--- src/rtl/alu16_sequencer_if.sv ---
// alu16_sequencer_if: request/result bus plus the 8-bit ALU operand bus of the 16-bit op sequencer
interface alu16_sequencer_if;
  logic start;
  logic [1:0] op;
  logic [15:0] opa;
  logic [15:0] opb;
  logic [7:0] alu_a;
  logic [7:0] alu_b;
  logic alu_sub;
  logic alu_cin;
  logic [7:0] alu_res;
  logic alu_cout;
  logic alu_hout;
  logic busy;
  logic done;
  logic [15:0] result;
  logic [3:0] flags_out;
  logic [3:0] flags_we;
  modport master (
    output start, op, opa, opb, alu_res, alu_cout, alu_hout,
    input alu_a, alu_b, alu_sub, alu_cin, busy, done, result, flags_out, flags_we
  );
  modport slave (
    input start, op, opa, opb, alu_res, alu_cout, alu_hout,
    output alu_a, alu_b, alu_sub, alu_cin, busy, done, result, flags_out, flags_we
  );
endinterface

--- src/rtl/alu16_sequencer.sv ---
// alu16_sequencer: runs 16-bit ADD/INC/DEC ops as two chained passes through the 8-bit ALU
module alu16_sequencer (
  input logic CLK,
  input logic RESET,
  alu16_sequencer_if.slave bus
);
  typedef enum logic [1:0] {IDLE, LOW, HIGH, DONE} state_t;
  localparam logic [1:0] ADD_HL = 2'd0, ADD_SP_E = 2'd1, DEC16 = 2'd3;
  state_t state, state_n;
  logic [1:0] op_q;
  logic [15:0] a_q, b_q;
  logic lo_c, lo_h;
  // state register; reset drops any op in flight and any coincident start
  always_ff @(posedge CLK) state <= RESET ? IDLE : state_n;
  // fixed four-cycle walk, start only honoured from IDLE
  always_comb state_n = state == IDLE ? (bus.start ? LOW : IDLE) : state == LOW ? HIGH : state == HIGH ? DONE : IDLE;
  // ALU drive per pass; INC/DEC use b=1 on the low pass, DEC16 subtracts with cin=1 so lo_c means no borrow
  always_comb begin
    bus.alu_a = state == LOW ? a_q[7:0] : state == HIGH ? a_q[15:8] : 8'h00;
    bus.alu_b = state == LOW ? (op_q[1] ? 8'h01 : b_q[7:0]) :
                state == HIGH ? (op_q == ADD_HL ? b_q[15:8] : op_q == ADD_SP_E ? {8{b_q[7]}} : 8'h00) : 8'h00;
    bus.alu_sub = (state == LOW || state == HIGH) && op_q == DEC16;
    bus.alu_cin = state == LOW ? op_q == DEC16 : state == HIGH && lo_c;
    bus.busy = state != IDLE;
    bus.done = state == DONE;
    bus.flags_we = state != DONE ? 4'b0000 : op_q == ADD_HL ? 4'b0111 : op_q == ADD_SP_E ? 4'b1111 : 4'b0000;
  end
  // operand latch, per-pass result capture and flag formation at the end of the high pass
  always_ff @(posedge CLK) begin
    if (RESET) begin
      op_q <= '0;
      a_q <= '0;
      b_q <= '0;
      lo_c <= 1'b0;
      lo_h <= 1'b0;
      bus.result <= '0;
      bus.flags_out <= '0;
    end else begin
      if (state == IDLE && bus.start) begin
        op_q <= bus.op;
        a_q <= bus.opa;
        b_q <= bus.opb;
      end
      if (state == LOW) begin
        bus.result[7:0] <= bus.alu_res;
        lo_c <= bus.alu_cout;
        lo_h <= bus.alu_hout;
      end
      if (state == HIGH) begin
        bus.result[15:8] <= bus.alu_res;
        bus.flags_out <= op_q == ADD_HL ? {2'b00, bus.alu_hout, bus.alu_cout} :
                         op_q == ADD_SP_E ? {2'b00, lo_h, lo_c} : 4'b0000;
      end
    end
  end
endmodule
--- src/flat_wrapper.sv ---
// flat-port wrapper written by rule: the top's interface ports become plain ports
module alu16_sequencer_flat 
  (CLK, RESET, bus_start, bus_op, bus_opa, bus_opb, bus_alu_res, bus_alu_cout, bus_alu_hout, bus_alu_a, bus_alu_b, bus_alu_sub, bus_alu_cin, bus_busy, bus_done, bus_result, bus_flags_out, bus_flags_we);
  alu16_sequencer_if bus_i ();
  input logic CLK;
  input logic RESET;
  input wire logic [$bits(bus_i.start)-1:0] bus_start;
  input wire logic [$bits(bus_i.op)-1:0] bus_op;
  input wire logic [$bits(bus_i.opa)-1:0] bus_opa;
  input wire logic [$bits(bus_i.opb)-1:0] bus_opb;
  input wire logic [$bits(bus_i.alu_res)-1:0] bus_alu_res;
  input wire logic [$bits(bus_i.alu_cout)-1:0] bus_alu_cout;
  input wire logic [$bits(bus_i.alu_hout)-1:0] bus_alu_hout;
  output wire logic [$bits(bus_i.alu_a)-1:0] bus_alu_a;
  output wire logic [$bits(bus_i.alu_b)-1:0] bus_alu_b;
  output wire logic [$bits(bus_i.alu_sub)-1:0] bus_alu_sub;
  output wire logic [$bits(bus_i.alu_cin)-1:0] bus_alu_cin;
  output wire logic [$bits(bus_i.busy)-1:0] bus_busy;
  output wire logic [$bits(bus_i.done)-1:0] bus_done;
  output wire logic [$bits(bus_i.result)-1:0] bus_result;
  output wire logic [$bits(bus_i.flags_out)-1:0] bus_flags_out;
  output wire logic [$bits(bus_i.flags_we)-1:0] bus_flags_we;
  assign bus_i.start = bus_start;
  assign bus_i.op = bus_op;
  assign bus_i.opa = bus_opa;
  assign bus_i.opb = bus_opb;
  assign bus_i.alu_res = bus_alu_res;
  assign bus_i.alu_cout = bus_alu_cout;
  assign bus_i.alu_hout = bus_alu_hout;
  assign bus_alu_a = bus_i.alu_a;
  assign bus_alu_b = bus_i.alu_b;
  assign bus_alu_sub = bus_i.alu_sub;
  assign bus_alu_cin = bus_i.alu_cin;
  assign bus_busy = bus_i.busy;
  assign bus_done = bus_i.done;
  assign bus_result = bus_i.result;
  assign bus_flags_out = bus_i.flags_out;
  assign bus_flags_we = bus_i.flags_we;
  alu16_sequencer u_core (.CLK(CLK), .RESET(RESET), .bus(bus_i));
endmodule
--- config.mk ---
export PLATFORM = sky130hd
export DESIGN_NAME = alu16_sequencer_flat
export DESIGN_NICKNAME = d
export VERILOG_FILES = /design/src/rtl/alu16_sequencer_if.sv /design/src/rtl/alu16_sequencer.sv /design/src/flat_wrapper.sv
export SDC_FILE = /design/constraint.sdc
export NUM_CORES = 1
export LEC_CHECK = 0
export CORE_MARGIN = 10
export CORE_UTILIZATION = 49
export CTS_BUF_LIST = sky130_fd_sc_hd__clkbuf_2 sky130_fd_sc_hd__clkbuf_4 sky130_fd_sc_hd__clkbuf_8
export DETAILED_ROUTE_END_ITERATION = 8
export GPL_TIMING_DRIVEN = 0
export PLACE_DENSITY = 0.95
export SLEW_MARGIN = 20
export SYNTH_ARGS = -nofsm -noshare
export SYNTH_HDL_FRONTEND = slang
export SYNTH_SLANG_ARGS = --single-unit
--- constraint.sdc ---
create_clock -name CLK -period 3.72 [get_ports CLK]
set_input_delay 0.744 -clock CLK [delete_from_list [all_inputs] [get_ports CLK]]
set_output_delay 0.744 -clock CLK [all_outputs]
set_load 0.03 [all_outputs]
Word level (Yosys, flattened, before mapping)
Cells that the tools add are included.
{"block": "word_totals", "regBits": 58, "in_bits": 47, "output_inout_bits": 44}
{"block": "classes", "eq_ne": 6, "muxes": 17, "reduce_logical": 7}
{"cell": "2-to-1 mux 8 bit", "n": 7}
{"cell": "2-to-1 mux 4 bit", "n": 4}
{"cell": "2-to-1 mux 2 bit", "n": 4}
{"cell": "equality test 2 bit (second input constant)", "n": 3}
{"cell": "equality test 2 x 1 -> 1 bit (second input constant)", "n": 2}
{"cell": "logical NOT 2 bit", "n": 2}
{"cell": "logical AND 1 bit", "n": 3}
{"cell": "2-to-1 mux 1 bit", "n": 2}
{"cell": "inequality test 2 bit (second input constant)", "n": 1}
{"cell": "nonzero test 2 bit", "n": 1}
{"cell": "logical OR 1 bit", "n": 1}

Longest topological paths before layout
{"block": "logic_depth", "ltp_word": 5, "depth_mapped": 7, "depth_no_buf": 5}

Worst setup path before layout
No wires, ideal clock.
{"block": "synth_timing", "kind": "register -> output", "start": "register u_core.state[1]", "end": "output port bus_alu_a[6]", "t_arrival_ns": 1.723, "setup_slack_ns": 1.253, "stages_incl_launch_ff": 7, "path_buffers": 3, "path_cell_list": "dfxtp_1 > inv_1 > ha_1 > buf_2 > buf_6 > buf_4 > o21ai_0"}
{"block": "synth_between", "elab_chain_len": 3, "word_cells_on_any_way": 4, "cone_classes": "eq/ne (2); mux (2)"}
{"element": "from (decl)", "line": "alu16_sequencer.sv:9", "text": "state_t state, state_n;"}
{"element": "from (signal assigned)", "line": "alu16_sequencer.sv:14", "text": "always_ff @(posedge CLK) state <= RESET ? IDLE : state_n;"}
{"element": "equality test 2 bit", "line": "alu16_sequencer.sv:19", "text": "bus.alu_a = state == LOW ? a_q[7:0] : state == HIGH ? a_q[15:8] : 8'h00;"}
{"element": "2-to-1 mux 8 bit", "line": "alu16_sequencer.sv:19"}
{"element": "2-to-1 mux 8 bit *", "line": "alu16_sequencer.sv:19"}
{"element": "to (decl)", "line": "flat_wrapper.sv:14", "text": "output wire logic [$bits(bus_i.alu_a)-1:0] bus_alu_a;"}
Every way passes the cells marked *; elsewhere a longest branch is shown, timed or not.

Worst setup path in the final report
{"block": "layout_timing", "start": "register u_core.state[1]", "end": "output port bus_alu_b[0]"}
{"block": "layout_between", "elab_chain_len": 3, "word_cells_on_any_way": 4, "cone_classes": "eq/ne (2); mux (2)"}
{"element": "equality test 2 bit", "line": "alu16_sequencer.sv:21", "text": "state == HIGH ? (op_q == ADD_HL ? b_q[15:8] : op_q == ADD_SP_E ? {8{b_q[7]}} : 8'h00) : 8'h00;"}
{"element": "2-to-1 mux 8 bit", "line": "alu16_sequencer.sv:21"}
{"element": "2-to-1 mux 8 bit *", "line": "alu16_sequencer.sv:20", "text": "bus.alu_b = state == LOW ? (op_q[1] ? 8'h01 : b_q[7:0]) :"}
{"element": "to (decl)", "line": "flat_wrapper.sv:15", "text": "output wire logic [$bits(bus_i.alu_b)-1:0] bus_alu_b;"}
Marked as above.

==> impl_summary.md <==
Worst setup path
The worst setup path is captured at an output pin. The count of buffering cells on the critical path with inverters included is 3. The critical path goes through inv_1 -> ha_1 -> buf_2 -> nor3b_2 -> o21ai_1 -> o21ai_1 -> clkdlybuf4s50_1. The worst setup path is launched from a flop. The critical path start-end classification is reg -> out.

The cell seen most often among critical-path stages is sky130_fd_sc_hd__o21ai_1. The largest individual stage delay along the critical path comes from the cell sky130_fd_sc_hd__clkdlybuf4s50_1. The data required time of the critical path is 2.98 ns.

In this design, the stage delay of the slowest critical-path cell is 0.70 ns. The data arrival at the endpoint of the critical path is 2.41 ns. Among cell families on the critical path, the largest total delay comes from buffers and inverters. Of all nets on the critical path, the largest fanout is 7.

Die
The floorplan step set the die height to 90.2 um. After floorplanning, the core was divided into 25 placement rows. The core region is 4750 um^2. The top-level I/O count is 91. The floorplan step set the die width to 90.2 um. The initial core utilization is 50.8%. The area enclosed by the die boundary is 8140 um^2.

Run status
The flow ran to the end, and the final reports show no timing, DRC or antenna violations.

Routing
The first TritonRoute pass finished after 4 iterations. For this run, design rule violations remaining after detail routing come to 0. After detailed routing, the total wire length is 7210 um. In this run the remaining antenna-violating nets after routing total 0. The average wire length per cell after detail routing is 15.5 um. The detailed router's first-iteration violation count is 124.

The per-cell via count in the routed design is 5.04. The total vias in the final route is 2343.

Placed design
The routability congestion estimate is 0.842. The worst setup timing slack at the placement stage is 0.914 ns. In this run the tool buffered the top-level ports with 87 buffer cells. The placed instance area is 3380 um^2. The HPWL reported at the end of detailed placement is 5510 um.

STA
The clock period minus final worst setup slack is 3.15 ns. For this run, the top clock speed supported by timing is 317 MHz. Setup repair after global routing left no endpoint under its margin. The max-slew violation count came to 0. The count of endpoints failing hold in the final timing report is 0.

The sum of negative setup slack is 0 ns. The worst pin sits at a relative slew slack of 64.9%. The total setup violations reported at the end of the flow is 0.

On the final layout, the worst hold slack is 0.461 ns. The worst setup skew after layout is 0.00488 ns. Setup slack closes at 0.570 ns.

The final period utilization is 84.7%. At the pin with the least slew margin, the transition time is 0.524 ns.

Synth
By instance count, the leading cell after synthesis is sky130_fd_sc_hd__nand2_1. The number of synthesized flops with an enable pin is 0. After synthesis the netlist holds a flip-flop and latch count of 56. The commonest cells after synthesis are sky130_fd_sc_hd__nand2_1, sky130_fd_sc_hd__dfxtp_1, sky130_fd_sc_hd__a21oi_1, sky130_fd_sc_hd__nor2_1, sky130_fd_sc_hd__mux2i_1. The count of distinct cell types in the synthesized netlist is 26.

The async set-or-reset flop fraction in the synthesized netlist is 0%. The count of synthesis-stage warnings from yosys is 0. In the synthesized netlist the dominant register cell turns out to be sky130_fd_sc_hd__dfxtp_1. The average size of a mapped cell is 7.98 um^2. The top cell type by area accounts for 46.4% of the synthesized area. Summing every instance area after synthesis gives 2420 um^2. Sorting the synthesized cells by area gives the leading types as sky130_fd_sc_hd__dfxtp_1, sky130_fd_sc_hd__nand2_1, sky130_fd_sc_hd__a21oi_1, sky130_fd_sc_hd__mux2i_1, sky130_fd_sc_hd__nor2_1. The portion of the post-synthesis area used by sequential elements is 46.4%.

The dominant cell type by area after synthesis is sky130_fd_sc_hd__dfxtp_1. The cell count after synthesis is 303.

Global routing
The met2 track demand over resource is 30.8%. The global-route wire length before repair is 11800 um. Global routing consumed, on the met1 layer, 18.4% of the routing resources. Global routing used 8.31% of the available met3 tracks. The via count of the first global-routing pass is 2385. Global routing consumed, over all layers together, 17.5% of the routing resources. The number of antenna violations at the first check in global routing was 0. Entering global routing, the biggest net connects 16 pins. Summed over all layers, the global routing overflow is 0. In this run the most used layer during global routing was met2.

Clock network
The post-CTS repair timing setup buffer count is 0. The library cell used as clock root buffer is sky130_fd_sc_hd__clkbuf_8. The number of H-tree levels is 2. Clock tree synthesis found a total of 56 sinks. TritonCTS built the clock tree.

The total of cells resized after clock tree synthesis is 0. The quantity of hold-fixing buffers added after cts is 0. The later pin in the worst-skew pair is clocked with a latency of 0.31 ns.

The clock-pin slew of the registers on the worst-case setup and hold paths is 0.09 ns. The total clock buffers created by CTS is 5. The clock passes through at most 2 buffers.

Power and ir drop
The analysis attributes to cell leakage a power of 0.00134 uW. For this design the ratio of total power to cell area is 351 nW/um^2. IR analysis of the VDD net gives a maximum drop of 0.000303 V.

Finish
The post-route netlist has 8.29% of its cells at a drive strength greater than 1. The final cell utilization of the core is 73.0%. The repair_antennas step left the layout with diodes totalling 0. The cell area after layout is 3470 um^2. The layout-stage area growth over the synthesis result is 43.6%. Fill cells in the final layout number 378. The post-layout net count is 450.

Job
The max-capacitance violation count is 0.

Hold path
In this run the worst hold path is classified as reg -> reg.
==> report_power, final <==
group          total [uW]  internal (uW)  switching [uW]
Combinational         219            107             112
Clock                 354            166             188
Sequential            645            629            15.6
==> registers in the layout, indices dropped and copies added (netlist names) <==
register	count
u_core.a_q	16
u_core.b_q	16
u_core.bus.flags_out	2
u_core.bus.result	16
u_core.lo_c	1
u_core.lo_h	1
u_core.op_q	2
u_core.state	2
==> placed cells by master, fill, tap and decap left out <==
| master | netlist | layout |
|---|---|---|
| sky130_fd_sc_hd__nor3b_1 | 1 | 1 |
| sky130_fd_sc_hd__nor4bb_1 | 1 | 1 |
| sky130_fd_sc_hd__o21ai_0 | 10 | 10 |
| sky130_fd_sc_hd__clkbuf_1 | 3 | 3 |
| sky130_fd_sc_hd__nand3_1 | 1 | 1 |
| sky130_fd_sc_hd__and2_1 | 2 | 2 |
| sky130_fd_sc_hd__and2b_1 | 1 | 1 |
| sky130_fd_sc_hd__a21oi_1 | 38 | 38 |
| sky130_fd_sc_hd__o21ai_1 | 8 | 8 |
| sky130_fd_sc_hd__dfxtp_1 | 56 | 56 |
| sky130_fd_sc_hd__inv_1 | 4 | 4 |
| sky130_fd_sc_hd__nand2_1 | 92 | 92 |
| sky130_fd_sc_hd__nor3b_2 | 1 | 1 |
| sky130_fd_sc_hd__or2_1 | 1 | 1 |
| sky130_fd_sc_hd__mux2i_1 | 18 | 18 |
| sky130_fd_sc_hd__clkbuf_8 | 0 | 7 |
| sky130_fd_sc_hd__ha_1 | 5 | 5 |
| sky130_fd_sc_hd__buf_6 | 5 | 5 |
| sky130_fd_sc_hd__buf_4 | 8 | 8 |
| sky130_fd_sc_hd__clkdlybuf4s50_1 | 0 | 87 |
| sky130_fd_sc_hd__clkbuf_2 | 1 | 1 |
| sky130_fd_sc_hd__buf_2 | 9 | 9 |
| sky130_fd_sc_hd__conb_1 | 1 | 2 |
| sky130_fd_sc_hd__mux2_2 | 2 | 2 |
| sky130_fd_sc_hd__and3_1 | 1 | 1 |
| sky130_fd_sc_hd__nor2_1 | 29 | 29 |
| sky130_fd_sc_hd__a21o_1 | 1 | 1 |
| sky130_fd_sc_hd__nor2b_1 | 4 | 4 |
==> worst reg2reg max path: cells and delay by family, from the launching register on <==
family,cells,cell delay [ns]
buf+inv,2,0.37
compound gates,1,0.17
fa+ha+maj,1,0.22
simple gates,2,0.31
flops,1,0.39
==> per-layer routing <==
layer,part of all wire [%],up-vias,routed length (um)
met3,10,11,730
met2,51,76,3650
met5,0,-,0
met4,1.3,0,93
li1,-,1160,-
met1,38,1096,2730
==> cell families (layout without fill, tap and decap cells) <==
family,Yosys count,in the layout,synth area share [%]
AOI/OAI and AO/OA,57,57,11.9
adders and majority gates,5,5,2.59
buffers and inverters,30,124,7.97
DFF,56,56,46.4
muxes,20,20,8.38
other,1,2,0.155
and+or+nand+nor,134,134,22.6
==> final cells by class <==
cell class / count / area (um^2) / share of cell area, %
plain buffers: 26 / 178 / 5.12
inverters: 4 / 15.0 / 0.432
well taps: 67 / 83.8 / 2.41
flip-flops and latches: 56 / 1120 / 32.3
repair buffers: 87 / 871 / 25.1
multi-input cells: 218 / 1110 / 31.9
clock buffers: 7 / 96.3 / 2.77
==> worst paths after layout <==
check        cells after the start                    endpoint                        from  slack [ns]
max                              7                bus_alu_b[0]  u_core.state[1]$_SDFF_PP0_        0.57
min reg2reg                      2  u_core.b_q[2]$_SDFFE_PP0P_  u_core.b_q[2]$_SDFFE_PP0P_        0.46
max reg2reg                      6  u_core.a_q[5]$_SDFFE_PP0P_  u_core.state[1]$_SDFF_PP0_        2.19
min                              2  u_core.b_q[2]$_SDFFE_PP0P_  u_core.b_q[2]$_SDFFE_PP0P_        0.46
==> per-stage QoR <==
| step | cells | total power, uW |
|---|---|---|
| 2_1_floorplan | 304 | 778 |
| 3_3_place_gp | 458 | 870 |
| 3_5_place_dp | 458 | 877 |
| 4_1_cts | 465 | 1220 |
| 5_1_grt | 465 | 1270 |
| 6_report | 465 | 1220 |
No activity file was read; power rests on OpenSTA's default activity.
==> variant (config.mk and constraints unchanged) <==
Make the reset (`RESET`) asynchronous in one clocked block.
--- a/src/rtl/alu16_sequencer.sv
+++ b/src/rtl/alu16_sequencer.sv
@@ -26,7 +26,7 @@
     bus.flags_we = state != DONE ? 4'b0000 : op_q == ADD_HL ? 4'b0111 : op_q == ADD_SP_E ? 4'b1111 : 4'b0000;
   end
   // operand latch, per-pass result capture and flag formation at the end of the high pass
-  always_ff @(posedge CLK) begin
+  always_ff @(posedge CLK or posedge RESET) begin
     if (RESET) begin
       op_q <= '0;
       a_q <= '0;
Behaviour: differs if RESET is asserted again (counterexample within 4 cycles, from zero or initial values and one cycle with RESET high); with RESET held inactive, the same outputs for 10 cycles.
==> variant against the original RTL <==
Wire length down 12%. Sequential cell count unchanged. Setup slack worse by 380 ps. Synthesized cell count down 39%. Non-clock buffer count down 9. Via count down 24%. Cell area up 2.3%. Synthesized area up 3.1%. Critical path type unchanged. Critical endpoint is now bus_alu_b[1].
Power is not compared: it rests on default switching activity, and its combinational part moved more than twofold at a synthesized area within 25%.
==> variant: results (changes against the original RTL) <==
metric	value	unit	change
setup.worst_path.end	bus_alu_b[1]		was bus_alu_b[0]
antenna_found_initial	0		unchanged
dr.first_iter.drc_count	85		was 124
result_of_the_run	completed		unchanged
drive_above_1_share	25.8	%	was 8.29%
muxShareOfSynthArea	24.3	%	was 8.39%
place_worst_setup_slack	588	ps	was 914 ps
drt_wl_total	6.34	mm	was 7.21 mm
post-place-cells	342		was 458
place_congestion	0.757		was 0.842
maximum_number_of_pins_on_one_net_before_global_route_repair	56		was 16
worstReg2RegEnd	u_core.b_q[13]		was u_core.a_q[5]
max_stage_delay	740	ps	was 700 ps
yosys.area_share.adder	2.51	%	was 2.59%
fin_skew	12.7	ps	was 4.88 ps
critical_path.top_delay_family	buffers and inverters		unchanged
async_reset_ff_share	96.4	%	was 0%
post_synthesis_cell_type_count	29		was 26
arrival	2780	ps	was 2410 ps
max-vdd-ir-drop	0.326	mV	
grt_first_pass_wirelength	10.4	mm	was 11.8 mm
synth_area_leaders	sky130_fd_sc_hd__dfrtp_1 54%, sky130_fd_sc_hd__mux2_2 23%, sky130_fd_sc_hd__a22o_1 2.8%		was sky130_fd_sc_hd__dfxtp_1 46%, sky130_fd_sc_hd__nand2_1 14%, sky130_fd_sc_hd__a21oi_1 7.9%
postSynthCellCount	186		was 303
groute.usage.overall	15.7	%	was 17.5%
dr_total_vias	1792		was 2343
finalNetCount	334		was 450
yosys-top-cells-count	54 x sky130_fd_sc_hd__dfrtp_1, 52 x sky130_fd_sc_hd__mux2_2, 12 x sky130_fd_sc_hd__inv_1		was 92 x sky130_fd_sc_hd__nand2_1, 56 x sky130_fd_sc_hd__dfxtp_1, 38 x sky130_fd_sc_hd__a21oi_1
r2r_slack	1920	ps	was 2190 ps
worstRegToRegCells	5		was 6
layout_min_cycle_time	3530	ps	was 3150 ps
root_buffer_cell	sky130_fd_sc_hd__clkbuf_8		unchanged
synth_area_in_compound_gates	6.78	%	was 11.9%
final.fill_count	345		was 378
io_buffer_count	88		was 87
-- variant: cell types whose count changed after synthesis, sizes merged, moves of 11 or more --
cell   unedited run  this run
dfxtp            56         2
mux2              2        52
buf              22        11
nand2            92         2
nor2             29         0
dfrtp             0        54
a21oi            38         1
o21ai            18         1
mux2i            18         2
-- variant: final cells by class --
| type | count | share of cell area (%) |
|---|---|---|
| Sequential cell | 56 | 39.2 |
| Multi-Input combinational cell | 103 | 27.3 |
| Clock buffer | 7 | 2.36 |
| Inverter | 12 | 1.34 |
| Timing Repair Buffer | 88 | 24.8 |
| Tap cell | 67 | 2.36 |
| Clock inverter | 1 | 0.141 |
| Buffer | 16 | 2.57 |
-- variant: worst min-delay path by stage --
stage	startpoint	endpoint	slack, ps	cells past startpoint
floorplan	u_core.b_q[0]	u_core.b_q[0]	470	1
CTS	u_core.b_q[0]	u_core.b_q[0]	510	1
finish	u_core.bus.result[2]	u_core.bus.result[2]	510	1
global placement	u_core.b_q[0]	u_core.b_q[0]	490	1
global route	u_core.b_q[8]	u_core.b_q[8]	530	1
detailed placement	u_core.a_q[13]	u_core.a_q[13]	490	1
-- variant: per-layer routing --
| metal | part of all wire, % | wire [um] | track usage (%) | vias to the layer above |
|---|---|---|---|---|
| met5 | 0 | 0 | 0 | - |
| met4 | 2.2 | 138 | 6.53 | 0 |
| met3 | 5.3 | 333 | 4.61 | 9 |
| met2 | 53 | 3340 | 27.5 | 49 |
| met1 | 40 | 2530 | 17.3 | 887 |
| li1 | - | - | - | 847 |
-- variant: per-stage QoR --
stage	hold WS [ps]	cell area, um2
2_1_floorplan	474	2500
6_report	509	3550
4_1_cts	513	3550
3_3_place_gp	485	3460
5_1_grt	528	3550
3_5_place_dp	494	3460
